--- src/rtl/uart_rx_if.sv ---
// AXI-Stream bundle for the AES UART IP core.
// Carries tdata/tvalid from the master and tready back from the slave.
interface taxi_axis_if #(
    parameter int DATA_W = 8
);
    logic [DATA_W-1:0] tdata;
    logic              tvalid;
    logic              tready;

    modport master (output tdata, output tvalid, input tready);
    modport slave  (input tdata, input tvalid, output tready);
endinterface

--- src/rtl/uart_rx.sv ---
// UART receiver: 8x oversampled, majority-voted, runtime frame format.
// Ports: Clk/Rst_n/En control, baud_clk tick, rxd line, frame config
//   (data_bits, stop_bits, parity_en, parity_type), m_axis character
//   stream, busy status and rx_done/parity/frame/overrun pulses.
module uart_rx #(
    parameter int DATA_W     = 8,
    parameter int OVERSAMPLE = 8
) (
    input  logic        Clk,
    input  logic        Rst_n,
    input  logic        En,
    input  logic        baud_clk,
    input  logic        rxd,
    taxi_axis_if.master m_axis,
    input  logic [1:0]  data_bits,
    input  logic [1:0]  stop_bits,
    input  logic        parity_en,
    input  logic        parity_type,
    output logic        busy,
    output logic        rx_done,
    output logic        parity_err,
    output logic        frame_err,
    output logic        overrun_err
);
    localparam logic [2:0] T_LAST = 3'(OVERSAMPLE - 1);
    localparam logic [2:0] T_MID  = 3'(OVERSAMPLE / 2 + 1);
    localparam logic [2:0] T_HALF = 3'(OVERSAMPLE * 3 / 4);

    typedef enum logic [2:0] {
        IDLE, START, DATA, PARITY, STOP, STOP2, WAIT_HIGH
    } state_t;

    state_t state, state_n;

    logic              rx_s1, rx_s2;
    logic [2:0]        tick_cnt, tick_n;
    logic [2:0]        bit_cnt, bit_n;
    logic [7:0]        shreg, sh_n;
    logic              s0, s0_n, s1, s1_n;
    logic              perr_f, perr_n, ferr_f, ferr_n;
    logic [1:0]        cfg_dbits, dbits_n;
    logic [1:0]        cfg_stop, stop_n;
    logic              cfg_pen, pen_n, cfg_ptype, ptype_n;
    logic              tvalid_q, tvalid_n;
    logic [DATA_W-1:0] tdata_q, tdata_n;
    logic              done_n, perr_p, ferr_p, ovr_p;
    logic              fin, fin_bad;
    logic [2:0]        t, smp, s2_last, last_bit;
    logic              vote, exp_par, mid, last;

    assign busy = (state != IDLE) && (state != WAIT_HIGH);

    // The tick counter wraps every bit, so a whole extra bit of
    // stop time lands back on the mid tick.
    assign s2_last  = (cfg_stop == 2'd1) ? T_MID + T_HALF : T_MID;
    assign smp      = (state == STOP2) ? s2_last : T_MID;
    assign t        = tick_cnt + 3'd1;
    assign mid      = baud_clk && busy && (t == smp);
    assign last     = baud_clk && busy && (t == T_LAST);
    assign vote     = (s0 & s1) | (s0 & rx_s2) | (s1 & rx_s2);
    assign last_bit = 3'd7 - {1'b0, cfg_dbits};
    assign exp_par  = (^(shreg >> cfg_dbits)) ^ cfg_ptype;

    assign m_axis.tdata  = tdata_q;
    assign m_axis.tvalid = tvalid_q;

    always_ff @(posedge Clk) begin
        if (!Rst_n || !En) begin
            state <= IDLE;
        end else begin
            state <= state_n;
        end
    end

    always_comb begin
        state_n  = state;
        tick_n   = tick_cnt;
        bit_n    = bit_cnt;
        sh_n     = shreg;
        s0_n     = s0;
        s1_n     = s1;
        perr_n   = perr_f;
        ferr_n   = ferr_f;
        dbits_n  = cfg_dbits;
        stop_n   = cfg_stop;
        pen_n    = cfg_pen;
        ptype_n  = cfg_ptype;
        tvalid_n = tvalid_q;
        tdata_n  = tdata_q;
        done_n   = 1'b0;
        perr_p   = 1'b0;
        ferr_p   = 1'b0;
        ovr_p    = 1'b0;
        fin      = 1'b0;
        fin_bad  = 1'b0;

        if (tvalid_q && m_axis.tready) begin
            tvalid_n = 1'b0;
        end

        // Detection tick is tick 0; later ticks advance the counter.
        if (baud_clk && busy) begin
            tick_n = t;
            if (t == smp - 3'd2) s0_n = rx_s2;
            if (t == smp - 3'd1) s1_n = rx_s2;
        end

        unique case (state)
            IDLE: begin
                if (baud_clk && !rx_s2) begin
                    state_n = START;
                    tick_n  = 3'd0;
                    bit_n   = 3'd0;
                    sh_n    = 8'd0;
                    perr_n  = 1'b0;
                    ferr_n  = 1'b0;
                    dbits_n = data_bits;
                    stop_n  = stop_bits;
                    pen_n   = parity_en;
                    ptype_n = parity_type;
                end
            end
            START: begin
                if (mid && vote) begin
                    state_n = IDLE;
                    tick_n  = 3'd0;
                end else if (last) begin
                    state_n = DATA;
                    bit_n   = 3'd0;
                end
            end
            DATA: begin
                if (mid) sh_n = {vote, shreg[7:1]};
                if (last) begin
                    if (bit_cnt == last_bit) begin
                        state_n = cfg_pen ? PARITY : STOP;
                    end else begin
                        bit_n = bit_cnt + 3'd1;
                    end
                end
            end
            PARITY: begin
                if (mid && (vote != exp_par)) perr_n = 1'b1;
                if (last) state_n = STOP;
            end
            STOP: begin
                if (mid) begin
                    if (cfg_stop == 2'd0) begin
                        fin     = 1'b1;
                        fin_bad = !vote;
                    end else begin
                        ferr_n  = !vote;
                        state_n = STOP2;
                    end
                end
            end
            STOP2: begin
                if (mid) begin
                    fin     = 1'b1;
                    fin_bad = ferr_f || !vote;
                end
            end
            WAIT_HIGH: begin
                if (baud_clk && rx_s2) state_n = IDLE;
            end
        endcase

        if (fin) begin
            done_n  = 1'b1;
            tick_n  = 3'd0;
            bit_n   = 3'd0;
            state_n = fin_bad ? WAIT_HIGH : IDLE;
            if (fin_bad) begin
                ferr_p = 1'b1;
            end else if (perr_f) begin
                perr_p = 1'b1;
            end else if (tvalid_q && !m_axis.tready) begin
                ovr_p = 1'b1;
            end else begin
                tvalid_n = 1'b1;
                tdata_n  = DATA_W'(shreg >> cfg_dbits);
            end
        end
    end

    always_ff @(posedge Clk) begin
        if (!Rst_n) begin
            rx_s1       <= 1'b1;
            rx_s2       <= 1'b1;
            tick_cnt    <= 3'd0;
            bit_cnt     <= 3'd0;
            shreg       <= 8'd0;
            s0          <= 1'b0;
            s1          <= 1'b0;
            perr_f      <= 1'b0;
            ferr_f      <= 1'b0;
            cfg_dbits   <= 2'd0;
            cfg_stop    <= 2'd0;
            cfg_pen     <= 1'b0;
            cfg_ptype   <= 1'b0;
            tvalid_q    <= 1'b0;
            tdata_q     <= '0;
            rx_done     <= 1'b0;
            parity_err  <= 1'b0;
            frame_err   <= 1'b0;
            overrun_err <= 1'b0;
        end else begin
            rx_s1 <= rxd;
            rx_s2 <= rx_s1;
            if (!En) begin
                tick_cnt    <= 3'd0;
                bit_cnt     <= 3'd0;
                tvalid_q    <= tvalid_q && !m_axis.tready;
                rx_done     <= 1'b0;
                parity_err  <= 1'b0;
                frame_err   <= 1'b0;
                overrun_err <= 1'b0;
            end else begin
                tick_cnt    <= tick_n;
                bit_cnt     <= bit_n;
                shreg       <= sh_n;
                s0          <= s0_n;
                s1          <= s1_n;
                perr_f      <= perr_n;
                ferr_f      <= ferr_n;
                cfg_dbits   <= dbits_n;
                cfg_stop    <= stop_n;
                cfg_pen     <= pen_n;
                cfg_ptype   <= ptype_n;
                tvalid_q    <= tvalid_n;
                tdata_q     <= tdata_n;
                rx_done     <= done_n;
                parity_err  <= perr_p;
                frame_err   <= ferr_p;
                overrun_err <= ovr_p;
            end
        end
    end
endmodule

--- src/flat_wrapper.sv ---
// flat-port wrapper written by rule: the top's interface ports become plain ports
module uart_rx_flat 
#(
    parameter int DATA_W     = 8,
    parameter int OVERSAMPLE = 8
)
  (Clk, Rst_n, En, baud_clk, rxd, data_bits, stop_bits, parity_en, parity_type, busy, rx_done, parity_err, frame_err, overrun_err, m_axis_tdata, m_axis_tvalid, m_axis_tready);
  taxi_axis_if #(.DATA_W(DATA_W)) m_axis_i ();
  input  logic Clk;
  input  logic Rst_n;
  input  logic En;
  input  logic baud_clk;
  input  logic rxd;
  input  logic [1:0] data_bits;
  input  logic [1:0] stop_bits;
  input  logic parity_en;
  input  logic parity_type;
  output logic busy;
  output logic rx_done;
  output logic parity_err;
  output logic frame_err;
  output logic overrun_err;
  output wire logic [$bits(m_axis_i.tdata)-1:0] m_axis_tdata;
  output wire logic [$bits(m_axis_i.tvalid)-1:0] m_axis_tvalid;
  input wire logic [$bits(m_axis_i.tready)-1:0] m_axis_tready;
  assign m_axis_tdata = m_axis_i.tdata;
  assign m_axis_tvalid = m_axis_i.tvalid;
  assign m_axis_i.tready = m_axis_tready;
  uart_rx #(.DATA_W(DATA_W), .OVERSAMPLE(OVERSAMPLE)) u_core (.Clk(Clk), .Rst_n(Rst_n), .En(En), .baud_clk(baud_clk), .rxd(rxd), .m_axis(m_axis_i), .data_bits(data_bits), .stop_bits(stop_bits), .parity_en(parity_en), .parity_type(parity_type), .busy(busy), .rx_done(rx_done), .parity_err(parity_err), .frame_err(frame_err), .overrun_err(overrun_err));
endmodule
--- config.mk ---
export PLATFORM = sky130hd
export DESIGN_NAME = uart_rx_flat
export DESIGN_NICKNAME = d
export VERILOG_FILES = /design/src/rtl/uart_rx_if.sv /design/src/rtl/uart_rx.sv /design/src/flat_wrapper.sv
export SDC_FILE = /design/constraint.sdc
export NUM_CORES = 1
export LEC_CHECK = 0
export ABC_AREA = 1
export BUFFER_PORTS_ARGS = -buffer_cell sky130_fd_sc_hd__buf_2
export CAP_MARGIN = 0
export CELL_PAD_IN_SITES_DETAIL_PLACEMENT = 2
export CELL_PAD_IN_SITES_GLOBAL_PLACEMENT = 2
export CORE_MARGIN = 1
export CORE_UTILIZATION = 32
export DETAILED_ROUTE_END_ITERATION = 7
export PLACE_DENSITY_LB_ADDON = 0.1
export SYNTH_ARGS = -nofsm -noshare
export SYNTH_HDL_FRONTEND = slang
export SYNTH_SLANG_ARGS = --single-unit
--- constraint.sdc ---
create_clock -name Clk -period 2.2 [get_ports Clk]
set_input_delay 0.33 -clock Clk [delete_from_list [all_inputs] [get_ports Clk]]
set_output_delay 0.33 -clock Clk [all_outputs]
set_load 0.02 [all_outputs]
Word-level counts from Yosys, hierarchy flattened. Cells that the tools add are included. W data, S select, Z words.

Bits in registers: 42. Output and inout bits: 14.

Add/subtract/negate cells: 5. Equal/unequal tests: 31. Shift-type cells: 1. Mux-type cells: 52. Bitwise operators: 12. Reduce and logical (&&, ||, !) cells: 40.

Operators by type and width (number): $mux W3 (22); $mux W1 (20); $ne A3 B1 Y1 const B (6); $pmux W3 S6 (1); $mux W8 (2); $pmux W8 S2 (1); $eq A3 B3 Y1 (4); $eq A3 B3 Y1 const B (4); $ne A2 B1 Y1 const B (6); $reduce_and A3 Y1 (4); $logic_and A1 B1 Y1 (10); $reduce_and A5 Y1 (2); $pmux W3 S3 (1); $reduce_and A9 Y1 (1); $pmux W1 S2 (4); $reduce_and A4 Y1 (2); $reduce_xor A8 Y1 (1); $shr A8 B2 Y8 (1); $reduce_bool A7 Y1 (1); $add A3 B1 Y3 const B (2); $eq A3 B2 Y1 const B (2); $ne A2 B2 Y1 const B (3); $not A1 Y1 (6); $pmux W3 S2 (1); other kinds (23) (34).

Logic depth before layout (Yosys ltp). Gate-level depths: netlist of the first run.

Word-level depth: 10. Mapped depth: 17.

Least setup slack after synthesis of the first run. OpenSTA, ideal clock, no wires.

Path kind: reg2reg. Start point: reg u_core.tick_cnt[0]. End point: reg u_core.tdata_q[4], in the netlist u_core.m_axis.tdata[4]. Setup time: 0.080 ns. Arrival time: 1.742 ns. Required time: 2.120 ns. Setup slack: 0.378 ns. Cell stages (with the launch flop): 11. Clock period less this slack: 1.822 ns. Cells stage by stage: dfxtp_1 -> ha_1 -> xor2_2 -> xor2_4 -> nand3_4 -> clkinv_2 -> nand2_4 -> nor2_8 -> buf_8 -> nor2_2 -> a211oi_2.

Longest elaborated chain between the ends: 7. Elaborated cells on any way between the ends: 11. Classes of those cells: 1 x add/sub; 1 x eq/ne; 6 x mux; 1 x bitwise; 2 x reduce/logical.

RTL lines: start, declared (line uart_rx.sv:36) `logic [2:0] tick_cnt, tick_n;`; start signal, assigned (line uart_rx.sv:219) `tick_cnt <= tick_n;`; $add A3 B1 Y3 * (line uart_rx.sv:57) `assign t = tick_cnt + 3'd1;`; $eq A3 B3 Y1 * (line uart_rx.sv:58) `assign mid = baud_clk && busy && (t == smp);`; $logic_and A1 B1 Y1 * (line uart_rx.sv:58); $mux W1 (on tied branches) (line uart_rx.sv:158, uart_rx.sv:147); $pmux W1 S2 (line uart_rx.sv:108) `unique case (state)`; $not A1 Y1 (no source line); $reduce_and A5 Y1 (no source line) *; end signal, assigned (line uart_rx.sv:231) `tdata_q <= tdata_n;`; end, declared (line uart_rx.sv:45) `logic [DATA_W-1:0] tdata_q, tdata_n;`.

Mark *: on every way between the ends. The rest lies on a longest branch, timed or not. A chain may end at the register's enable or synchronous reset.

Worst setup path in the final report of the first run. Same ends and word-level chain as after synthesis.

==> summary.txt, run 1 <==
Floorplan
  • Die X-Extent: 90.17 µm
  • # IOs: 26
  • # rows: 31
  • Core area: 7370 µm²
  • Starting Density: 33.75%
  • Die Span Y: 90.17 µm
  • Die area: between 8000 and 9000 µm²

Timing
  • Minimum clock period: 2089 ps
  • Final Cycle Share: 94.97%
  • Tightest Pin Transition: 640.1 ps
  • Setup Skew: approximately 11 ps
  • Worst setup margin: 110.8 ps
  • Max-slew violation count: 0
  • Worst hold slack: 215.7 ps
  • Setup TNS: 0 ps
  • RSZ-0062 raised after global routing: yes
  • Final setup viols: 0
  • Relative slew margins: 57.17%
  • Max Freq: 478.6 MHz
  • Final hold vios: 0

Route
  • Highest layer used for signal routing: met4
  • First DRT Iteration DRCs: 49
  • Vias per cell: 5.141
  • ANT nets after route: 0
  • DRT met1 WL: 3778 µm
  • Final wirelength: 8527 µm
  • DRC: 0
  • Pre-antenna DRT Iters: 4
  • Met3 routed WL: approximately 140 µm
  • DR WL/cell: 16.69 µm
  • Vias: 2,627
  • Routed wl met2: 4422 µm

CTS
  • H-tree depth: 2
  • CTS Sinks: 42
  • CTS tree: built
  • Root buf cell: clkbuf_8
  • Maximum clock path buffer count: 2
  • Clock Latency Late Sink: 300 ps
  • Num CTS Buffers: 5
  • Clock transition at path regs: 90 ps

Synth
  • Yosys warns: 0
  • Mapped Avg Cell Area: 6.687 µm²
  • Mapped Area: 2487 µm²
  • Library cells used by synthesis: 37
  • Most common library cells after synthesis: nand2_1 (105), inv_1 (45), dfxtp_1 (42)
  • Synth area leader: dfxtp_1
  • Post-Syn Instances: 372
  • Post-synth EDFFs: 0
  • Top-area cell type share of the netlist area: 33.80%
  • Seq cells post-synth: 42
  • Seq/Total Area, Yosys: 33.80%
  • Top-count cell post-synth: nand2_1
  • Async SR Flop Fraction: 0%
  • Syn_nets: 387
  • Most frequently used flop master after synthesis: dfxtp_1
  • Synth top area cells: dfxtp_1 (34%), nand2_1 (16%), inv_1 (6.8%), nand3_1 (6.4%), a21oi_1 (6.2%)

Global routing
  • Global Route Usage Sum: approximately 22%
  • Pin count of the biggest net entering global routing: 17
  • First-pass GRT wire length: 13,960 µm
  • Initial antenna violation count: 0
  • Vias in the first global route: between 2k and 3k
  • GR Overflow Total: 0

Worst setup path
  • Worst-path fanout max: 7
  • Slowest stage delay, CP: 360 ps
  • Worst-path cell chain: inv_1 -> ha_1 -> inv_1 -> nand2_1 -> nand2_2 -> nor2_4 -> buf_12 -> nand3_4 -> clkinv_2 -> nand2_4 -> nor2_4 -> buf_4 -> a211oi_2
  • CP max-delay cell: dfxtp_2
  • CP Class: reg -> reg
  • CP endpoint kind: flop
  • CP Data Required Time: 2400 ps
  • Startpoint types: flop
  • Crit path DAT: 2290 ps

Min path
  • Hold Path Class: in -> reg

Place
  • RePlAce Congestion: 0.8300
  • PortBufs: 25
  • Pre-CTS WS: -55.40 ps
  • Post-DP HPWL: approximately 6300 µm

Run
  • Max-Cap Viols: 0

Power
  • Peak supply drop: 0.0002510 V
  • PD cells: 527.1 nW/µm²
  • Lkg Pwr: roughly 1.3 nW
  • Tot Pwr: 1.583 mW

Layout
  • Layout Nets: 427
  • Share of cells above drive strength 1: 21.36%
  • Diodes inserted: 0
  • Fillcell total: roughly 900
  • Final core occ: 40.75%
  • Layout Area Growth over Synthesis: 20.72%

Status
  • Status: finished clean
==> cell families (layout without fill, tap and decap cells) <==
logic type | Yosys count | in the layout | synth area share [%]
AO/OA/AOI/OAI | 61 | 61 | 14.84
buffers and inverters | 61 | 100 | 10.11
flip-flops | 42 | 42 | 33.80
adder cells (fa/ha/maj) | 3 | 3 | 1.509
AND/OR/NAND/NOR | 202 | 203 | 37.63
XOR/XNOR | 3 | 3 | 2.113
==> placed cells by master, fill, tap and decap left out, drive strengths merged, types with 2 or more instances in the layout <==
cell	Yosys	routed
ha	3	3
a211oi	14	14
o21ai	13	13
inv	47	47
nor3	8	8
xor2	3	3
a21oi	31	31
nand2	110	110
clkbuf	4	6
or2	4	4
clkinv	2	2
nand3	35	35
buf	8	44
nor2	34	35
nand4	10	10
dfxtp	42	42
==> metrics by stage <==
stage	cell area, µm²	std cells
floorplan	2487	372
global placement	2753	495
detailed placement	2753	495
CTS	2925	505
global route	3003	511
finish	3003	511
==> critical path, delay by kind of cell (launching register included) <==
family                     cells  cell delay [ps]
AOI/OAI and AO/OA              1               50
DFF                            1              360
and+or+nand+nor                6              720
adders and majority gates      1              330
buffers and inverters          5              540
==> layout make-up <==
cell class | instances | area (µm²) | share of cell area [%]
clock buffer | 6 | 82.58 | 2.750
clock inverter | 1 | 30.03 | 1.000
timing repair buffer | 44 | 292.8 | 9.750
inverter | 49 | 185.2 | 6.167
sequential | 42 | 849.6 | 28.29
multi-input combinational | 270 | 1439 | 47.92
tap | 99 | 123.9 | 4.125
==> flip-flops by register name, indices dropped and copies added, names as in the netlist, 2 cells and up <==
signal               flops
u_core.bit_cnt           3
u_core.cfg_dbits         2
u_core.cfg_stop          2
u_core.m_axis.tdata      8
u_core.shreg             8
u_core.state             3
u_core.tick_cnt          3
==> power breakdown <==
part	internal [mW]	switching (mW)	leakage [nW]
Combinational	0.0507	0.102	0.945
Clock	0.364	0.290	0.0573
Sequential	0.768	0.00856	0.342
Total	1.18	0.401	1.34
==> timing repair <==
item	in CTS	in global routing
hold buffers	0	0
pin swaps	2	3
setup endpoints to repair	3	25
buffers inserted	3	5
gates resized for setup	2	10
cloned	0	1
==> layer usage <==
layer / vias to the layer above / GRT usage, %
li1: 1287 / -
met1: 1293 / 24.83
met2: 34 / 40.84
met3: 13 / 3.130
met4: 0 / 7.527
met5: - / 0
==> worst paths after layout <==
path	startpoint	end	slack, ps	depth (start not counted)
worst max-delay path	u_core.tick_cnt[0]$_SDFF_PP0_	u_core.m_axis.tdata[4]$_SDFFE_PN0P_	110	13
worst min-delay path	rxd	u_core.rx_s1$_SDFF_PN1_	220	2
worst max register to register	u_core.tick_cnt[0]$_SDFF_PP0_	u_core.m_axis.tdata[4]$_SDFFE_PN0P_	110	13
worst min register to register	u_core.rx_s1$_SDFF_PN1_	u_core.rx_s2$_SDFF_PN1_	460	1
No activity file was read; power rests on OpenSTA's default activity.
==> run 2, diff against run 1 <==
Settings changed: PLACE_DENSITY_LB_ADDON 0.1 to 0.15.
==> run 2 against run 1 <==
Compared with the run above:
- non-clock buffer count is 2 lower
- sequential cell count stayed put
- die area stayed put
- via count is 2.1% lower
- largest power group unchanged
- total power is 0.19% higher
- critical endpoint is now u_core.m_axis.tdata[5]$_SDFFE_PN0P_
==> summary.txt, run 2 (synthesized netlist as in run 1, its figures left out) <==
Timing
  • Max-slew violation count: 0 (unchanged)
  • Final hold vios: 0 (unchanged)
  • Final Cycle Share: 96.60% (+1.6 points)
  • Tightest Pin Transition: 642.7 ps (+2.559 ps)
  • Worst hold slack: 206.7 ps (-8.952 ps)
  • Max Freq: 470.5 MHz (-1.7%)
  • Setup Skew: 7.159 ps (-3.730 ps)
  • Worst setup margin: 74.82 ps (-35.95 ps)
  • Final setup viols: 0 (unchanged)
  • RSZ-0062 raised after global routing: yes
  • Minimum clock period: 2125 ps (+35.95 ps)
  • Relative slew margins: 57.00% (-0.17 points)

Layout
  • Diodes inserted: 0 (unchanged)
  • Final core occ: 39.98% (-0.76 points)
  • Layout Cell Area excl Fill: 2947 µm² (-1.9%)
  • Layout Area Growth over Synthesis: 18.46%
  • Share of cells above drive strength 1: 20.44% (-0.92 points)
  • Final non-filler cell total: 510 (-0.20%)
  • Most common cell after layout, fill and taps aside: nand2_1
  • Commonest non-fill, non-tap cells in the layout: nand2_1 (104), inv_1 (44), dfxtp_1 (39)
  • Layout Nets: 426 (-0.23%)

Worst setup path
  • Startpoint types: flop
  • Crit path DAT: 2350 ps (+60 ps)
  • CP Data Required Time: 2420 ps (+20 ps)
  • CP endpoint kind: flop
  • Worst-path fanout max: 8 (+1)
  • CP Class: reg -> reg

CTS
  • Clock Latency Late Sink: 300 ps (about the same)
  • Maximum clock path buffer count: 2 (unchanged)
  • Clock transition at path regs: 90 ps (about the same)
  • Num CTS Buffers: 5 (unchanged)
  • # hold bufs at CTS: 0 (unchanged)
  • Root buf cell: clkbuf_8
  • CTS tree: built
  • H-tree depth: 2 (unchanged)
  • CTS Sinks: 42 (unchanged)

Place
  • Post-DP HPWL: 6193 µm (-1.0%)
  • PortBufs: 25 (unchanged)
  • Pre-CTS WS: 83.67 ps (+139.1 ps)
  • Placed insts: 495 (unchanged)
  • RePlAce Congestion: 0.9209 (+11%)
  • Cell Area, Placed: 2753 µm² (unchanged)

Floorplan
  • Die area: 8130 µm² (unchanged)
  • Starting Density: 33.75% (unchanged)
  • # rows: 31 (unchanged)
  • Core area: 7370 µm² (unchanged)
  • Die X-Extent: 90.17 µm (unchanged)
  • Die Span Y: 90.17 µm (unchanged)
  • # IOs: 26 (unchanged)

Global routing
  • First-pass GRT wire length: 13,610 µm (-2.5%)
  • Vias in the first global route: 2,732 (-3.3%)
  • Global Route Usage Sum: 21.06% (-0.69 points)
  • GR Overflow Total: 0 (unchanged)
  • Pin count of the biggest net entering global routing: 17 (unchanged)
  • Initial antenna violation count: 0 (unchanged)

Power
  • Peak supply drop: 0.0002026 V (-19%)
  • Lkg Pwr: 1.322 nW (-1.6%)
  • Switching power: 0.4039 mW (+0.83%)
  • Internal: 1.182 mW (about the same)
  • Clock network power share: 41.3% (about the same)
  • Sw frac: 25.47% (+0.16 points)
  • PD cells: 538.2 nW/µm² (+2.1%)
  • Seq pwr share: 49.1% (about the same)
  • Combinational share of power: 9.6% (about the same)

Route
  • DR WL/cell: 16.62 µm (-0.38%)
  • DRT met1 WL: 3791 µm (+0.34%)
  • Highest layer used for signal routing: met4
  • First DRT Iteration DRCs: 54 (+10%)
  • Pre-antenna DRT Iters: 4 (unchanged)
  • Final wirelength: 8478 µm (-0.57%)
  • Vias per cell: 5.043 (-1.9%)
  • Routed wl met2: 4408 µm (-0.32%)
  • Vias: 2,572 (-2.1%)
  • ANT nets after route: 0 (unchanged)
  • DRC: 0 (unchanged)
  • Met3 routed WL: 191 µm (+35%)

Min path
  • Hold Path Class: in -> reg

Status
  • Status: finished clean

Run
  • Max-Cap Viols: 0 (unchanged)
==> run 2: cell types whose count changed in the layout (fill, tap and decap cells not counted), moves of 2 or more <==
cell,before,now
buf_12,2,0
clkinvlp_4,0,2
dfxtp_2,1,3
dfxtp_4,2,0
nand3_1,30,32
nand3_2,4,2
==> run 2: power groups by stage <==
| stage | clock network (mW) | registers [mW] | logic (mW) |
|---|---|---|---|
| after CTS | 0.667 | 0.779 | 0.150 |
| after floorplan | 0 | 0.794 | 0.0973 |
| after global routing | 0.706 | 0.781 | 0.175 |
| after detailed placement | 0 | 0.797 | 0.149 |
| final | 0.655 | 0.779 | 0.151 |
| after global placement | 0 | 0.796 | 0.144 |
==> run 2: layout make-up <==
cell class / instances / area (µm²)
tap: 99 / 123.9
multi-input combinational: 270 / 1413
clock inverter: 1 / 30.03
timing repair inverter: 1 / 7.507
fill: 933 / 4423
timing repair buffer: 42 / 256.5
sequential: 42 / 844.6
inverter: 49 / 188.9
clock buffer: 6 / 82.58
==> run 2: worst max-delay path, cell delays in order (launching register included) <==
cell and delay (ps):
dfxtp_2 370, inv_1 90, ha_1 320, inv_1 70, nand2_1 70, nand2_1 110, nor2_4 200, nand3_4 130
clkinv_2 100, nand2_4 90, nor2_8 160, buf_6 160, nor2_2 50, a211oi_2 140
==> run 2: worst paths after layout <==
path	slack, ps	cells after the start	end	startpoint
worst min-delay path	210	2	u_core.rx_s1$_SDFF_PN1_	rxd
worst min register to register	430	1	u_core.rx_s2$_SDFF_PN1_	u_core.rx_s1$_SDFF_PN1_
worst max register to register	70	13	u_core.m_axis.tdata[5]$_SDFFE_PN0P_	u_core.tick_cnt[0]$_SDFF_PP0_
worst max-delay path	70	13	u_core.m_axis.tdata[5]$_SDFFE_PN0P_	u_core.tick_cnt[0]$_SDFF_PP0_
==> run 2: through the flow <==
stage | total power, mW | setup TNS [ps]
detailed placement | 0.9456 | 0
CTS | 1.596 | 0
global route | 1.662 | -117.7
floorplan | 0.8911 | 0
global placement | 0.9395 | 0
finish | 1.586 | 0
==> run 2: per-layer routing <==
metal  vias up  global-route usage (%)
li1       1282                       -
met5         -                       0
met3         8                   3.215
met4         0                   4.839
met2        30                   39.63
met1      1252                   24.81
==> run 2: what timing repair did <==
item	in CTS	in global routing
gates resized for setup	0	9
setup buffers	0	6
setup endpoints to repair	0	25
==> run 3, diff against run 2 <==
Settings changed: CORE_MARGIN 1 to 2, RECOVER_POWER set to 25.
==> run 3 against run 2 <==
Compared with the run above:
- combinational power about the same
- hold slack improved by 10 ps
- via count is 1.0% lower
- wire length fell by 3.2%
- largest power group is now the clock network
- maximum frequency up 4.6%
- sequential share of layout area up 0.091 points
- critical path type unchanged
- final area fell by 0.17%
- global-route usage decreased by 0.75 points
- die area increased by 4.5%
- utilization decreased by 1.5 points
==> summary.txt, run 3 (synthesized netlist as in run 1, its figures left out) <==
Worst setup path
  • Crit path DAT: 2260 ps (-90 ps)
  • CP Class: reg -> reg
  • Worst-path fanout max: 9 (+1)
  • CP endpoint kind: flop
  • CP Data Required Time: 2430 ps (about the same)
  • Startpoint types: flop

Power
  • Lkg Pwr: 1.266 nW (-4.2%)
  • Clock network power share: 45.9% (+4.6 points)
  • Combinational share of power: 8.7% (-0.9 points)
  • Seq pwr share: 45.4% (-3.7 points)
  • Internal: 1.303 mW (+10%)
  • Sw frac: 24.07% (-1.4 points)
  • PD cells: 583.5 nW/µm² (+8.4%)
  • Peak supply drop: 0.0002880 V (+42%)
  • Switching power: 0.4132 mW (+2.3%)

CTS
  • CTS tree: built
  • Maximum clock path buffer count: 2 (unchanged)
  • Root buf cell: clkbuf_8
  • Clock Latency Late Sink: 300 ps (about the same)
  • Num CTS Buffers: 5 (unchanged)
  • H-tree depth: 2 (unchanged)
  • Clock transition at path regs: 90 ps (about the same)
  • CTS Sinks: 42 (unchanged)

Route
  • DRC: 0 (unchanged)
  • Pre-antenna DRT Iters: 4 (unchanged)
  • First DRT Iteration DRCs: 35 (-35%)
  • ANT nets after route: 0 (unchanged)
  • DR WL/cell: 16.15 µm (-2.8%)
  • Vias: 2,545 (-1.0%)
  • Final wirelength: 8206 µm (-3.2%)
  • Vias per cell: 5.010 (-0.66%)

Global routing
  • Pin count of the biggest net entering global routing: 19 (+2)
  • Global Route Usage Sum: 20.31% (-0.75 points)
  • Vias in the first global route: 2,727 (-0.18%)
  • Initial antenna violation count: 0 (unchanged)
  • GR Overflow Total: 0 (unchanged)
  • First-pass GRT wire length: 13,740 µm (+0.96%)

Floorplan
  • # IOs: 26 (unchanged)
  • Die Span Y: 92.17 µm (+2.2%)
  • # rows: 32 (+3.2%)
  • Core area: 7647 µm² (+3.8%)
  • Die area: 8494 µm² (+4.5%)
  • Die X-Extent: 92.17 µm (+2.2%)
  • Starting Density: 32.53% (-1.2 points)

Place
  • RePlAce Congestion: 0.8425 (-8.5%)
  • PortBufs: 25 (unchanged)
  • Cell Area, Placed: 2749 µm² (-0.14%)
  • Post-DP HPWL: 6295 µm (+1.6%)

Layout
  • Most common cell after layout, fill and taps aside: nand2_1
  • Final core occ: 38.47% (-1.5 points)
  • Diodes inserted: 0 (unchanged)
  • Share of cells above drive strength 1: 17.73% (-2.7 points)
  • Layout Cell Area excl Fill: 2942 µm² (-0.17%)
  • Layout Area Growth over Synthesis: 18.26%
  • Layout Nets: 420 (-1.4%)
  • Commonest non-fill, non-tap cells in the layout: nand2_1 (102), inv_1 (44), dfxtp_1 (38)

Timing
  • Final hold vios: 0 (unchanged)
  • Relative slew margins: 54.09% (-2.9 points)
  • Setup TNS: 0 ps (unchanged)
  • Setup Skew: 9.131 ps (+1.972 ps)
  • Minimum clock period: 2031 ps (-94.12 ps)
  • Max-slew violation count: 0 (unchanged)
  • Max Freq: 492.4 MHz (+4.6%)
  • Final Cycle Share: 92.32% (-4.3 points)
  • Worst hold slack: 217.1 ps (+10.37 ps)
  • Tightest Pin Transition: 688.6 ps (+45.93 ps)
  • RSZ-0062 raised after global routing: no
  • Final setup viols: 0 (unchanged)

Min path
  • Hold Path Class: in -> reg

Status
  • Status: finished clean

Run
  • Max-Cap Viols: 0 (unchanged)
==> run 3: cell types whose count changed in the layout (fill, tap and decap cells not counted), moves of 2 or more <==
cell and change:
nand3_1 -2, nand2_1 -2, clkbuf_1 +12, buf_4 -5, nand2_2 +2, buf_2 -12
nand3_2 +2
==> run 3: through the flow <==
step                instances  total power, mW  setup slack (ps)
finish                    508            1.716             168.9
global route              508            1.785             8.004
CTS                       505            1.732             67.73
detailed placement        497           0.9442             58.14
global placement          497           0.9375             210.9
floorplan                 372           0.8911             378.5
==> run 3: layout make-up <==
| class | instances | area (µm²) |
|---|---|---|
| clock inverters | 2 | 60.06 |
| clock buffers | 6 | 82.58 |
| well taps | 102 | 127.6 |
| fillers | 968 | 4706 |
| multi-input cells | 269 | 1428 |
| inverters | 49 | 188.9 |
| flip-flops and latches | 42 | 845.8 |
| repair buffers | 38 | 209.0 |
==> run 3: repair_timing <==
item                                   in CTS  in global routing
gates resized for setup                     1                 13
endpoints found under the hold margin       0                  0
setup endpoints to repair                   1                 14
pin swaps                                   0                  2
hold buffers                                0                  0
setup buffers                               0                  3
==> run 3: power by group through the flow <==
stage | combinational, mW | clock [mW] | sequential, mW
after CTS | 0.150 | 0.803 | 0.779
after detailed placement | 0.148 | 0 | 0.797
final | 0.149 | 0.788 | 0.779
after global routing | 0.171 | 0.833 | 0.781
after floorplan | 0.0973 | 0 | 0.794
after global placement | 0.142 | 0 | 0.796
==> run 3: worst paths after layout <==
| path | from | endpoint | slack [ps] | cells after the start |
|---|---|---|---|---|
| worst min register to register | u_core.rx_s1$_SDFF_PN1_ | u_core.rx_s2$_SDFF_PN1_ | 410 | 1 |
| worst min-delay path | rxd | u_core.rx_s1$_SDFF_PN1_ | 220 | 2 |
| worst max-delay path | u_core.tick_cnt[0]$_SDFF_PP0_ | u_core.m_axis.tdata[5]$_SDFFE_PN0P_ | 170 | 13 |
| worst max register to register | u_core.tick_cnt[0]$_SDFF_PP0_ | u_core.m_axis.tdata[5]$_SDFFE_PN0P_ | 170 | 13 |
==> run 3: worst max-delay path: stages (launching register included) <==
cell and delay (ps):
dfxtp_2 360, inv_1 90, ha_1 310, inv_1 50
nand2_1 80, nand2_2 80, nor2_4 180, nand3_4 130
clkinv_2 90, nand2_4 70, nor2_8 180, buf_6 160
nor2_2 40, a211oi_2 120
==> run 3: routing by layer <==
layer	track usage [%]	up-vias	part of all wire (%)
li1	-	1282	-
met5	0	-	0
met3	2.876	7	1.1
met1	24.51	1243	45
met2	37.87	13	52
met4	4.602	0	1.1
